===== src/rtl/dram_arb_pkg.sv =====
// Shared constants, state encoding and beat structs for the DDR2 graphics port arbiter.
// Latency: n/a (declarations only).
// Backpressure: n/a.
package dram_arb_pkg;

    localparam logic [2:0] CMD_WRITE   = 3'b000;
    localparam logic [2:0] CMD_READ    = 3'b001;

    localparam int CMD_W       = 3;
    localparam int AF_ADDR_W   = 31;
    localparam int WDF_DATA_W  = 128;
    localparam int WDF_MASK_W  = 16;
    localparam int WRITE_BEATS = 2;
    localparam int STAT_W      = 16;

    typedef enum logic {
        ARB = 1'b0,
        OWN = 1'b1
    } arb_state_t;

    // One address-FIFO entry.
    typedef struct packed {
        logic [CMD_W-1:0]     cmd;
        logic [AF_ADDR_W-1:0] addr;
    } af_beat_t;

    // One write-data-FIFO entry.
    typedef struct packed {
        logic [WDF_DATA_W-1:0] data;
        logic [WDF_MASK_W-1:0] mask;
    } wdf_beat_t;

endpackage


===== src/rtl/dram_port_arbiter_if.sv =====
// Bundle of requester-side FIFO ports and the single downstream graphics port.
// Latency: n/a (wiring only).
// Backpressure: req_*_full toward requesters, af_full/wdf_full from downstream.
interface dram_port_arbiter_if #(parameter int NUM_REQ = 2);
    import dram_arb_pkg::*;

    // requester side
    logic [NUM_REQ-1:0]            req_af_wr_en;
    logic [CMD_W*NUM_REQ-1:0]      req_af_cmd_din;
    logic [AF_ADDR_W*NUM_REQ-1:0]  req_af_addr_din;
    logic [NUM_REQ-1:0]            req_wdf_wr_en;
    logic [WDF_DATA_W*NUM_REQ-1:0] req_wdf_din;
    logic [WDF_MASK_W*NUM_REQ-1:0] req_wdf_mask_din;
    logic [NUM_REQ-1:0]            req_af_full;
    logic [NUM_REQ-1:0]            req_wdf_full;
    logic [NUM_REQ-1:0]            grant;
    logic [STAT_W*NUM_REQ-1:0]     grant_count;

    // downstream side
    logic                          af_full;
    logic                          wdf_full;
    logic                          af_wr_en;
    logic                          wdf_wr_en;
    logic [CMD_W-1:0]              af_cmd_din;
    logic [AF_ADDR_W-1:0]          af_addr_din;
    logic [WDF_DATA_W-1:0]         wdf_din;
    logic [WDF_MASK_W-1:0]         wdf_mask_din;

    // arbiter view
    modport slave (
        input  req_af_wr_en, req_af_cmd_din, req_af_addr_din,
        input  req_wdf_wr_en, req_wdf_din, req_wdf_mask_din,
        input  af_full, wdf_full,
        output req_af_full, req_wdf_full, grant, grant_count,
        output af_wr_en, wdf_wr_en, af_cmd_din, af_addr_din, wdf_din, wdf_mask_din
    );

    // environment view (requesters + downstream FIFOs)
    modport master (
        output req_af_wr_en, req_af_cmd_din, req_af_addr_din,
        output req_wdf_wr_en, req_wdf_din, req_wdf_mask_din,
        output af_full, wdf_full,
        input  req_af_full, req_wdf_full, grant, grant_count,
        input  af_wr_en, wdf_wr_en, af_cmd_din, af_addr_din, wdf_din, wdf_mask_din
    );

endinterface


===== src/rtl/rr_priority_picker.sv =====
// Picks the first pending requester at or after rr_ptr, wrapping around.
// Latency: combinational.
// Backpressure: none; pick_vld low when nothing is pending.
module rr_priority_picker #(
    parameter int NUM_REQ = 2
) (
    input  logic [NUM_REQ-1:0]         pending,
    input  logic [$clog2(NUM_REQ)-1:0] rr_ptr,
    output logic [NUM_REQ-1:0]         pick,
    output logic                       pick_vld
);

    localparam logic [NUM_REQ-1:0] ONE = {{(NUM_REQ-1){1'b0}}, 1'b1};

    logic [NUM_REQ-1:0] at_or_after;

    // Prefer the lowest pending bit at/after the pointer; otherwise wrap to the lowest overall.
    always_comb begin
        at_or_after = pending & ~((ONE << rr_ptr) - ONE);
        if (|at_or_after) begin
            pick = at_or_after & (~at_or_after + ONE);
        end else begin
            pick = pending & (~pending + ONE);
        end
        pick_vld = |pending;
    end

endmodule


===== src/rtl/dram_port_arbiter.sv =====
// Round-robin owner of the shared DDR2 af/wdf port; keeps each read (1 af) or write (1 af + 2 wdf) atomic.
// Latency: grant 1 cycle after first pending strobe; downstream strobes/payload combinational while owned.
// Backpressure: non-owners see full; owner sees downstream full; optional DRAM_ARB_STATS_EN adds grant_count.
module dram_port_arbiter
    import dram_arb_pkg::*;
#(
    parameter int NUM_REQ = 2
) (
    input  logic                clk,
    input  logic                rst,
    dram_port_arbiter_if.slave  bus
);

    localparam int         PTR_W = $clog2(NUM_REQ);
    localparam logic [1:0] BEATS = 2'(WRITE_BEATS);

    arb_state_t          state, state_n;
    logic [NUM_REQ-1:0]  grant_q, grant_n;
    logic [PTR_W-1:0]    g_idx, g_idx_n;
    logic [PTR_W-1:0]    rr_ptr, rr_ptr_n;
    logic                af_seen, af_seen_n;
    logic [CMD_W-1:0]    cmd_q, cmd_n;
    logic [1:0]          wdf_cnt, wdf_cnt_n;
    logic                done;
    logic                af_blk, wdf_blk;

    logic [NUM_REQ-1:0]  pending;
    logic [NUM_REQ-1:0]  pick;
    logic                pick_vld;
    logic [PTR_W-1:0]    pick_idx;

    af_beat_t            af_arr  [NUM_REQ];
    wdf_beat_t           wdf_arr [NUM_REQ];

    for (genvar i = 0; i < NUM_REQ; i++) begin : g_unpack
        assign af_arr[i]  = {bus.req_af_cmd_din[i*CMD_W +: CMD_W],
                             bus.req_af_addr_din[i*AF_ADDR_W +: AF_ADDR_W]};
        assign wdf_arr[i] = {bus.req_wdf_din[i*WDF_DATA_W +: WDF_DATA_W],
                             bus.req_wdf_mask_din[i*WDF_MASK_W +: WDF_MASK_W]};
    end

    assign pending = bus.req_af_wr_en | bus.req_wdf_wr_en;

    rr_priority_picker #(.NUM_REQ(NUM_REQ)) u_picker (
        .pending  (pending),
        .rr_ptr   (rr_ptr),
        .pick     (pick),
        .pick_vld (pick_vld)
    );

    // One-hot pick to index so the owner can be held as a mux select.
    always_comb begin
        pick_idx = '0;
        for (int i = 0; i < NUM_REQ; i++) begin
            if (pick[i]) pick_idx = PTR_W'(i);
        end
    end

    // Arbitration/ownership next-state and the owner's combinational port view.
    always_comb begin
        state_n          = state;
        grant_n          = grant_q;
        g_idx_n          = g_idx;
        rr_ptr_n         = rr_ptr;
        af_seen_n        = af_seen;
        cmd_n            = cmd_q;
        wdf_cnt_n        = wdf_cnt;
        done             = 1'b0;
        af_blk           = 1'b1;
        wdf_blk          = 1'b1;
        bus.af_wr_en     = 1'b0;
        bus.wdf_wr_en    = 1'b0;
        bus.af_cmd_din   = '0;
        bus.af_addr_din  = '0;
        bus.wdf_din      = '0;
        bus.wdf_mask_din = '0;
        bus.req_af_full  = '1;
        bus.req_wdf_full = '1;

        case (state)
            ARB: begin
                if (pick_vld) begin
                    state_n = OWN;
                    grant_n = pick;
                    g_idx_n = pick_idx;
                end
            end
            OWN: begin
                // Owner sees real downstream full, plus a block once its beats are used up.
                af_blk  = bus.af_full | af_seen;
                wdf_blk = bus.wdf_full | (wdf_cnt == BEATS);
                bus.req_af_full[g_idx]  = af_blk;
                bus.req_wdf_full[g_idx] = wdf_blk;
                bus.af_wr_en     = bus.req_af_wr_en[g_idx] & ~af_blk;
                bus.wdf_wr_en    = bus.req_wdf_wr_en[g_idx] & ~wdf_blk;
                bus.af_cmd_din   = af_arr[g_idx].cmd;
                bus.af_addr_din  = af_arr[g_idx].addr;
                bus.wdf_din      = wdf_arr[g_idx].data;
                bus.wdf_mask_din = wdf_arr[g_idx].mask;

                if (bus.af_wr_en) begin
                    af_seen_n = 1'b1;
                    cmd_n     = af_arr[g_idx].cmd;
                end
                if (bus.wdf_wr_en) wdf_cnt_n = wdf_cnt + 2'd1;

                // Anything other than a write command is finished by its address beat alone.
                done = af_seen_n & ((cmd_n != CMD_WRITE) | (wdf_cnt_n == BEATS));
                if (done) begin
                    state_n   = ARB;
                    grant_n   = '0;
                    rr_ptr_n  = (g_idx == PTR_W'(NUM_REQ - 1)) ? '0 : g_idx + 1'b1;
                    af_seen_n = 1'b0;
                    cmd_n     = CMD_WRITE;
                    wdf_cnt_n = 2'd0;
                end
            end
            default: state_n = ARB;
        endcase
    end

    // State register; reset drops any partial ownership immediately.
    always_ff @(posedge clk or posedge rst) begin
        if (rst) begin
            state   <= ARB;
            grant_q <= '0;
            g_idx   <= '0;
            rr_ptr  <= '0;
            af_seen <= 1'b0;
            cmd_q   <= CMD_WRITE;
            wdf_cnt <= 2'd0;
        end else begin
            state   <= state_n;
            grant_q <= grant_n;
            g_idx   <= g_idx_n;
            rr_ptr  <= rr_ptr_n;
            af_seen <= af_seen_n;
            cmd_q   <= cmd_n;
            wdf_cnt <= wdf_cnt_n;
        end
    end

    assign bus.grant = grant_q;

`ifdef DRAM_ARB_STATS_EN
    logic [STAT_W-1:0] stat_cnt [NUM_REQ];

    for (genvar i = 0; i < NUM_REQ; i++) begin : g_stats
        // Saturating count of completed transactions for requester i.
        always_ff @(posedge clk or posedge rst) begin
            if (rst) begin
                stat_cnt[i] <= '0;
            end else if (done && (g_idx == PTR_W'(i)) && (stat_cnt[i] != '1)) begin
                stat_cnt[i] <= stat_cnt[i] + 1'b1;
            end
        end
        assign bus.grant_count[i*STAT_W +: STAT_W] = stat_cnt[i];
    end
`else
    assign bus.grant_count = '0;
`endif

endmodule

===== src/flat_wrapper.sv =====
// flat-port wrapper written by rule: the top's interface ports become plain ports
module dram_port_arbiter_flat import dram_arb_pkg::*;
#(
    parameter int NUM_REQ = 2
)
  (clk, rst, bus_req_af_wr_en, bus_req_af_cmd_din, bus_req_af_addr_din, bus_req_wdf_wr_en, bus_req_wdf_din, bus_req_wdf_mask_din, bus_af_full, bus_wdf_full, bus_req_af_full, bus_req_wdf_full, bus_grant, bus_grant_count, bus_af_wr_en, bus_wdf_wr_en, bus_af_cmd_din, bus_af_addr_din, bus_wdf_din, bus_wdf_mask_din);
  dram_port_arbiter_if #(.NUM_REQ(NUM_REQ)) bus_i ();
  input  logic clk;
  input  logic rst;
  input wire logic [$bits(bus_i.req_af_wr_en)-1:0] bus_req_af_wr_en;
  input wire logic [$bits(bus_i.req_af_cmd_din)-1:0] bus_req_af_cmd_din;
  input wire logic [$bits(bus_i.req_af_addr_din)-1:0] bus_req_af_addr_din;
  input wire logic [$bits(bus_i.req_wdf_wr_en)-1:0] bus_req_wdf_wr_en;
  input wire logic [$bits(bus_i.req_wdf_din)-1:0] bus_req_wdf_din;
  input wire logic [$bits(bus_i.req_wdf_mask_din)-1:0] bus_req_wdf_mask_din;
  input wire logic [$bits(bus_i.af_full)-1:0] bus_af_full;
  input wire logic [$bits(bus_i.wdf_full)-1:0] bus_wdf_full;
  output wire logic [$bits(bus_i.req_af_full)-1:0] bus_req_af_full;
  output wire logic [$bits(bus_i.req_wdf_full)-1:0] bus_req_wdf_full;
  output wire logic [$bits(bus_i.grant)-1:0] bus_grant;
  output wire logic [$bits(bus_i.grant_count)-1:0] bus_grant_count;
  output wire logic [$bits(bus_i.af_wr_en)-1:0] bus_af_wr_en;
  output wire logic [$bits(bus_i.wdf_wr_en)-1:0] bus_wdf_wr_en;
  output wire logic [$bits(bus_i.af_cmd_din)-1:0] bus_af_cmd_din;
  output wire logic [$bits(bus_i.af_addr_din)-1:0] bus_af_addr_din;
  output wire logic [$bits(bus_i.wdf_din)-1:0] bus_wdf_din;
  output wire logic [$bits(bus_i.wdf_mask_din)-1:0] bus_wdf_mask_din;
  assign bus_i.req_af_wr_en = bus_req_af_wr_en;
  assign bus_i.req_af_cmd_din = bus_req_af_cmd_din;
  assign bus_i.req_af_addr_din = bus_req_af_addr_din;
  assign bus_i.req_wdf_wr_en = bus_req_wdf_wr_en;
  assign bus_i.req_wdf_din = bus_req_wdf_din;
  assign bus_i.req_wdf_mask_din = bus_req_wdf_mask_din;
  assign bus_i.af_full = bus_af_full;
  assign bus_i.wdf_full = bus_wdf_full;
  assign bus_req_af_full = bus_i.req_af_full;
  assign bus_req_wdf_full = bus_i.req_wdf_full;
  assign bus_grant = bus_i.grant;
  assign bus_grant_count = bus_i.grant_count;
  assign bus_af_wr_en = bus_i.af_wr_en;
  assign bus_wdf_wr_en = bus_i.wdf_wr_en;
  assign bus_af_cmd_din = bus_i.af_cmd_din;
  assign bus_af_addr_din = bus_i.af_addr_din;
  assign bus_wdf_din = bus_i.wdf_din;
  assign bus_wdf_mask_din = bus_i.wdf_mask_din;
  dram_port_arbiter #(.NUM_REQ(NUM_REQ)) u_core (.clk(clk), .rst(rst), .bus(bus_i));
endmodule

===== config.mk =====
export PLATFORM = sky130hd
export DESIGN_NAME = dram_port_arbiter_flat
export DESIGN_NICKNAME = d
export VERILOG_FILES = /design/src/rtl/dram_arb_pkg.sv /design/src/rtl/dram_port_arbiter_if.sv /design/src/rtl/rr_priority_picker.sv /design/src/rtl/dram_port_arbiter.sv /design/src/flat_wrapper.sv
export SDC_FILE = /design/constraint.sdc
export NUM_CORES = 1
export LEC_CHECK = 0
export CAP_MARGIN = 10
export CORE_AREA = 3 3 226 228
export CTS_BUF_LIST = sky130_fd_sc_hd__clkbuf_2
export DETAILED_ROUTE_END_ITERATION = 8
export DIE_AREA = 0 0 229 231
export GPL_TIMING_DRIVEN = 0
export PLACE_DENSITY = 0.47
export SYNTH_ARGS = -nofsm -noshare
export SYNTH_HDL_FRONTEND = slang
export SYNTH_SLANG_ARGS = --single-unit

===== constraint.sdc =====
create_clock -name clk -period 4.9 [get_ports clk]
set_clock_uncertainty 0.2 [all_clocks]
set_input_delay 0.98 -clock clk [delete_from_list [all_inputs] [get_ports clk]]
set_output_delay 0.98 -clock clk [all_outputs]
set_load 0.02 [all_outputs]

==> results of run 1 <==
[worst max-delay path, cell delays in order, from the launching register on]
cell and delay [ns]:
dfrtp_1 0.33, clkbuf_1 0.49, clkbuf_2 0.45, clkbuf_1 0.57, nor2b_1 0.43, clkdlybuf4s50_1 0.73
[through the flow]
stage	worst slack (ns)	total power, uW
final	0.463	5210
after global routing	0.00846	5540
after CTS	0.0560	5330
after detailed placement	0.0937	5240
after global placement	0.0888	5250
after floorplan	2.04	2770
[state kept, by name, indices dropped and copies added (netlist names)]
register          cells
u_core.af_seen        1
u_core.wdf_cnt        2
u_core.rr_ptr         1
u_core.bus.grant      2
u_core.g_idx          1
u_core.state          1
u_core.cmd_q          3
[cell type report]
class	instances	area, um2	share of cell area
Timing Repair Buffer	549	5500	0.530
Multi-Input combinational cell	439	3320	0.320
Tap cell	664	831	0.0801
Buffer	74	414	0.0399
Sequential cell	11	275	0.0265
Clock buffer	4	20.0	0.00193
Inverter	5	18.8	0.00181
[placed cells by master (no fill, tap or decap), types with 2 or more instances in the layout]
master,synthesis,layout
mux2i_1,178,178
o21ai_0,3,3
nor3_1,2,2
nor2_1,13,13
buf_1,11,11
nand2_1,4,4
buf_2,6,6
clkbuf_2,0,5
conb_1,1,32
clkbuf_1,24,23
dfrtp_1,11,11
inv_1,5,5
nand3_1,3,3
and2_1,3,3
buf_4,32,32
a21oi_1,6,6
nor2b_1,181,181
clkdlybuf4s50_1,0,549
[cells by family (layout without fill, tap and decap cells)]
group / Yosys count / in the layout / share of synthesized area
AOI/OAI and AO/OA: 14 / 14 / 0.0230
adders and majority gates: 1 / 1 / 0.00320
buffers and inverters: 79 / 632 / 0.110
DFF: 11 / 11 / 0.0704
muxes: 180 / 180 / 0.463
other: 1 / 32 / 0.000959
and+or+nand+nor: 212 / 212 / 0.329
[how the worst max path moves through the flow]
stage	from	to	slack (ns)	cells after the start
finish	u_core.state	bus_wdf_din[96]	0.46	5
CTS	u_core.state	bus_wdf_din[96]	0.06	5
floorplan	bus_req_af_wr_en[0]	bus_af_wr_en	2.04	4
detailed placement	u_core.state	bus_wdf_din[96]	0.09	5
global route	u_core.state	bus_wdf_din[96]	0.008	5
global placement	u_core.state	bus_wdf_din[96]	0.09	5
[power groups by stage]
stage	registers (uW)	logic (uW)	clock network, uW
after floorplan	146	2630	0
after global placement	142	5110	0
after detailed placement	143	5100	0
after CTS	142	5130	53.5
after global routing	146	5340	57.2
final	142	5020	49.6
[metal layers]
metal / wire length, um / global-route usage
met1: 11600 / 0.118
met2: 15200 / 0.191
met3: 2840 / 0.0352
met4: 99 / 0.00588
met5: 0 / 0
[repair_timing]
| action | CTS | global route |
|---|---|---|
| resized for setup | 1 | 0 |
| buffers inserted | 0 | 0 |
| endpoints found under the hold margin | 0 | 0 |
| setup endpoints to repair | 6 | 0 |
==> results by group, run 1 <==
Status
  – Outcome: completed

Worst setup path
  – FF-to-FF End: u_core.bus.grant[1]
  – Crit path DAT: approximately 3.3 ns
  – Crit-path max FO: 10
  – Worst R2R Setup Slack: between 2 and 3 ns
  – Crit Reg-Reg Startpoint: u_core.g_idx
  – Crit path required time: 3.72 ns
  – R2R depth: 6
  – WS Path Type: register to output pin
  – CP Launch Type: register
  – Crit end category: output pin

Synthesis
  – Ys flop type: dfrtp_1
  – Post-synth EDFFs: 0
  – Avg Inst Size Synth: about 8 um2
  – Post-synthesis register bit count: 11
  – Top-count cell post-synth: nor2b_1
  – Ys async rst share: 1.00
  – Sequential-to-total area share from yosys stat: 0.0704
  – Synth area leader: mux2i_1
  – Post-Syn Instances: roughly 500
  – Yosys top cell area share: 0.456
  – Synth top cells by count: nor2b_1, mux2i_1, buf_4
  – Synth cell types: 31
  – Yosys Warn Count: 0
  – Synth top area cells: mux2i_1, nor2b_1, dfrtp_1, buf_4, clkbuf_1
  – Mapped Area: 0.00391 mm2

STA
  – Setup TNS: 0 ns
  – Endpoints failing setup: 0
  – Post-route minimum period: 4.44 ns
  – Tcrit/Tclk final: 0.906
  – Fmax: approximately 230 MHz
  – RSZ-0062 raised after global routing: false
  – Relative slew slack: 0.414
  – Max Slew Vio Count: 0
  – Worst hold margin: 0.300 ns
  – Final Hold Fails: 0
  – Slew @ Worst Pin: about 0.88 ns

Routing
  – Vias per cell: 3.20
  – Drt pass-1 iters: 5
  – Routed via count: 5585
  – Routed length per instance: roughly 17 um
  – Residual DRC count: 0
  – Initial DRC count: around 120
  – WL final: a little under 30 mm
  – DRT antenna net count: 0

CTS
  – Clock-pin slew on the worst setup and hold paths: approximately 0.10 ns
  – CTS tree: done
  – Hold buffers post-CTS: 0
  – CTS Buf Count: 3
  – # clock sinks: 11
  – Clk_lat worst skew: 0.25 ns
  – Bufs on Longest Clock Path: 2
  – Clock root buffer master: clkbuf_2
  – H-tree depth: 1

Run
  – Max Cap Violations: 0

Min path
  – Min-Delay Path Class: register to register
  – Worst Hold Depth: 1
  – Hold Path Sink: u_core.cmd_q[1]
  – Hold Crit Start: u_core.cmd_q[1]

Floorplanning
  – Die Y: ~230 um
  – Die X: between 200 and 250 um
  – IO Count: a little under 600
  – Initial core utilization: 0.0797
  – Die area: roughly 0.053 mm2
  – Row cnt: 81
  – Core area: between 0.04 and 0.05 mm2

Placement
  – Final GP Congestion: ~0.87
  – Detail Placement HPWL: 26.3 mm
  – DP Area: approximately 0.010 mm2
  – Placed insts: between 1500 and 2000
  – IO buf count: between 500 and 600

Finish
  – Area delta synth->final: 165%
  – Fillers: around 5500
  – Share of cells above drive strength 1: 0.0453
  – Final nets: ~1400
  – Fin cells: between 1500 and 2000
  – N_diodes: 0
  – Final Util: 0.211
  – Design area: ~0.010 mm2

Power
  – Power Density: roughly 500 mW/mm2
  – Reg power frac: 0.027
  – Switching part of the total: 0.513
  – Combinational share of power: 0.963
  – Peak supply drop: 0.209 mV
  – Clk network pwr share: 0.010
  – Pint: about 2500 uW
  – Net Sw Power: 2670 uW
  – Pleak: ~0.0043 uW

Global route
  – First-pass GRT wire length: around 40 mm
  – All-Layer GR Usage: 0.102
  – Vias in the first global route: ~5800
  – Overflow after GRT: 0
  – Largest net degree at the start of global routing: 12
  – Antenna violations before repair: 0
Power figures use the tool's default switching activity.
==> run 2: changes to the inputs <==
--- a/config.mk
+++ b/config.mk
@@ -12,6 +12,7 @@
 export DIE_AREA = 0 0 229 231
 export GPL_TIMING_DRIVEN = 0
 export PLACE_DENSITY = 0.47
+export SKIP_LAST_GASP = 1
 export SYNTH_ARGS = -nofsm -noshare
 export SYNTH_HDL_FRONTEND = slang
 export SYNTH_SLANG_ARGS = --single-unit
==> results of run 2 <==
Final layout, timing and power as in run 1 (identical DEF).
==> run 3: changes to the inputs <==
--- a/config.mk
+++ b/config.mk
@@ -5,7 +5,6 @@
 export SDC_FILE = /design/constraint.sdc
 export NUM_CORES = 1
 export LEC_CHECK = 0
-export CAP_MARGIN = 10
 export CORE_AREA = 3 3 226 228
 export CTS_BUF_LIST = sky130_fd_sc_hd__clkbuf_2
 export DETAILED_ROUTE_END_ITERATION = 8
==> results of run 3 <==
Final layout, timing and power as in run 1 (identical DEF).
==> edit 1: new RTL, flow settings as in run 3 <==
The option `DRAM_ARB_STATS_EN` is turned on by a define.
--- a/src/rtl/dram_port_arbiter.sv
+++ b/src/rtl/dram_port_arbiter.sv
@@ -1,6 +1,8 @@
 // Round-robin owner of the shared DDR2 af/wdf port; keeps each read (1 af) or write (1 af + 2 wdf) atomic.
 // Latency: grant 1 cycle after first pending strobe; downstream strobes/payload combinational while owned.
 // Backpressure: non-owners see full; owner sees downstream full; optional DRAM_ARB_STATS_EN adds grant_count.
+`define DRAM_ARB_STATS_EN
+
 module dram_port_arbiter
     import dram_arb_pkg::*;
 #(
Behaviour: not the same (Yosys sat finds a counterexample within 4 cycles, from zero or initial values and one cycle with rst high).
==> edit 1 against run 3 <==
- first-iteration DRC count up 100%
- core utilization increased by 3.1 points
- synthesized area up 33%
- wire length rose by 48%
- global-route usage is 5.4 points higher
- final area rose by 15%
- setup slack worse by 0.18 ns
- power rose by 1.2%
- sequential cell count increased by 32
- hold slack improved by 0.0092 ns
- sequential share of layout area grew 6.4 points
- via count rose by 19%
==> edit 1: results (changes against run 3) <==
gr-usage-all-layers: 0.1567  # +0.05443
ir_drop_mv: 0.1840  # -12%
reg2reg_slack_ns: 1.92  # -0.73 ns
antenna_found_initial: 3  # +3
ys_ff_latch: 43  # +32
largest_reg_flops: 32  # +29
use_met3: 0.1045  # +0.06935
grt_start_max_net_pins: 32  # +20
leakage_nw: 4.478  # +5.3%
fin_nets: 1554  # +7.3%
placed_cell_area_mm2: 0.01185  # +14%
route.detailed.wl_per_inst_um: 23.69  # +39%
h-tree-depth: 2  # +1
netSwitchingPower_mw: 2.739  # +2.4%
worstMarginPinSlew_ns: 1.072  # +0.1925 ns
viasPerCell: 3.593  # +12%
startpoint: "u_core.g_idx"
netlist_top_cells_area: "mux2i_1 (35%), nor2b_1 (22%), dfrtp_1 (21%), xnor2_1 (3.7%), clkbuf_1 (1.7%)"
worstHoldStart: "u_core.bus.grant_count[27]"
critical_path.endpoint: "bus_wdf_din[93]"
cts_resized: 2  # +1
drive_above_1_share: 0.01852  # -0.02677
ys_top_cells_by_count: "mux2i_1 (180), nor2b_1 (180), dfrtp_1 (43)"
cts.clk_slew.worst_paths_ns: 0.22  # +0.12 ns
grt_pass1_wl_um: 58840  # +43%
worst_hold_slack_ns: 0.3091  # +0.009203 ns
insertion_delay_ns: 0.42  # +0.17 ns
power_density_mw_per_mm2: 442.8  # -12%
use_met2: 0.2678  # +0.07709
r2r-end: "u_core.bus.grant_count[19]"
cp_max_fo: 16  # +6
status: "complete, no violations"
==> edit 1: cell types whose count changed after synthesis, moves of 4 or more <==
| cell | change |
|---|---|
| nand3_1 | +12 |
| xnor2_1 | +22 |
| nand2_1 | +16 |
| buf_1 | +7 |
| nand4_1 | +10 |
| nor3_1 | +5 |
| a21o_1 | +4 |
| and3_1 | +13 |
| dfrtp_1 | +32 |
| buf_4 | -32 |
| xor2_1 | +7 |
| buf_2 | -5 |
==> edit 1: logic make-up after synthesis <==
kind of cell | synth area share
XOR/XNOR | 0.04903
AND/OR/NAND/NOR | 0.3164
buffers and inverters | 0.03865
adder cells (fa/ha/maj) | 0.007247
AO/OA/AOI/OAI | 0.02802
multiplexers | 0.3529
flip-flops | 0.2077
==> edit 1: cell type report <==
type / count / area (µm²)
sequential: 43 / 1076
antenna: 4 / 10.01
fill: 5421 / 37160
multi-input combinational: 507 / 3904
inverter: 4 / 15.01
buffer: 44 / 185.2
clock inverter: 1 / 5.005
timing repair buffer: 582 / 5836
tap: 664 / 830.8
clock buffer: 7 / 35.03
==> edit 1: metrics by stage <==
| stage | cells | setup WS (ns) |
|---|---|---|
| floorplan | 599 | 1.793 |
| global placement | 1844 | -0.1697 |
| detailed placement | 1845 | -0.1529 |
| CTS | 1852 | 0.06149 |
| global route | 1852 | 0.05262 |
| finish | 1856 | 0.2859 |
==> edit 1: layer usage <==
metal | part of all wire | routed length, µm
met5 | 0 | 0
met2 | 0.48 | 21060
met1 | 0.36 | 15880
met4 | 0.016 | 697
met3 | 0.14 | 6333
==> edit 1: worst max-delay path: stages, from the launching register on <==
cell             delay (ns)
dfrtp_1                0.38
buf_6                  0.21
buf_2                  0.32
buf_1                  0.64
mux2i_1                0.27
nor2b_1                0.33
clkdlybuf4s50_1        0.85
==> edit 2: new RTL, settings of run 3 <==
Made on the original files. Change the package constant `STAT_W` from 16 to 24.
--- a/src/rtl/dram_arb_pkg.sv
+++ b/src/rtl/dram_arb_pkg.sv
@@ -11,7 +11,7 @@
     localparam int WDF_DATA_W  = 128;
     localparam int WDF_MASK_W  = 16;
     localparam int WRITE_BEATS = 2;
-    localparam int STAT_W      = 16;
+    localparam int STAT_W      = 24;
 
     typedef enum logic {
         ARB = 1'b0,
Interface: changed (resized bus_grant_count); port bits go from 582 to 598. The function was not compared with the original's and may differ.
==> edit 2 against run 3 <==
- final cell count up 1.8%
- final area rose by 1.7%
- wire length rose by 2.6%
- hold slack improved by 0.016 ns
- core utilization grew 0.37 points
- die area did not move
- synthesized area up 3.1%
- maximum frequency shrank 0.92%
- power grew 0.95%
- sequential cell count unchanged
- setup slack lost 0.041 ns
- largest cell class unchanged
- critical path depth did not move
==> edit 2: results (changes against run 3) <==
gp_congestion: 0.8920  # +2.3%
netlist_top_cells_area: "mux2i_1 (44%), nor2b_1 (28%), buf_4 (8.9%), dfrtp_1 (6.8%), clkbuf_1 (2.2%)"
wl_met2_um: 15600  # +2.8%
grt_pass1_wl_um: 42350  # +3.2%
critical_path_arrival_ns: 3.30  # +0.04 ns
dr.pass1.iters: 4  # -1
dp_slack_ns: 0.1183  # +0.02462 ns
status: "complete, no violations"
cpPeakStageDelay_ns: 0.69  # -0.04 ns
drive_above_1_share: 0.05835  # +0.01306
synthAdderAreaFrac: 0.003106  # -0.00009543
use_met3: 0.02456  # -0.01061
stdcell_count: 1778  # +1.8%
ys_seq_area_frac: 0.06832  # -0.002100
slew_headroom: 0.4186  # +0.005027
ys_top_cells_by_count: "nor2b_1 (181), mux2i_1 (178), buf_4 (48)"
reg2reg_slack_ns: 2.67  # +0.02 ns
use_met2: 0.1988  # +0.008095
num-fill-cells: 5548  # +1.0%
grtUsageMet1: 0.1279  # +0.01014
drt_wl_total_um: 30520  # +2.6%
drt_iter0_markers: 131  # +14%
fin_nets: 1480  # +2.2%
grt_pass1_vias: 5998  # +2.9%
placed_cell_area_mm2: 0.01053  # +1.7%
edit 2: changes by cell type after synthesis, sizes merged:
cell  change
buf      +16
edit 2: cell type report:
| type | instances | area [µm²] | share of cell area |
|---|---|---|---|
| Clock buffer | 4 | 20.02 | 0.001897 |
| Sequential cell | 11 | 275.3 | 0.02608 |
| Timing Repair Buffer | 549 | 5495 | 0.5208 |
| Multi-Input combinational cell | 455 | 3378 | 0.3201 |
| Tap cell | 664 | 830.8 | 0.07873 |
| Buffer | 90 | 534.3 | 0.05063 |
| Inverter | 5 | 18.77 | 0.001779 |
edit 2: power by group:
group	switching [mW]	total, mW	internal [mW]
logic	2.66	5.06	2.40
clock network	0.0319	0.0536	0.0217
registers	0.0198	0.141	0.121
edit 2: worst max path at each step:
stage	end	slack [ns]
finish	bus_wdf_din[79]	0.42
detailed placement	bus_wdf_din[97]	0.12
floorplan	bus_af_wr_en	2.04
global route	bus_wdf_din[97]	0.007
global placement	bus_wdf_din[95]	0.13
CTS	bus_wdf_din[97]	0.09
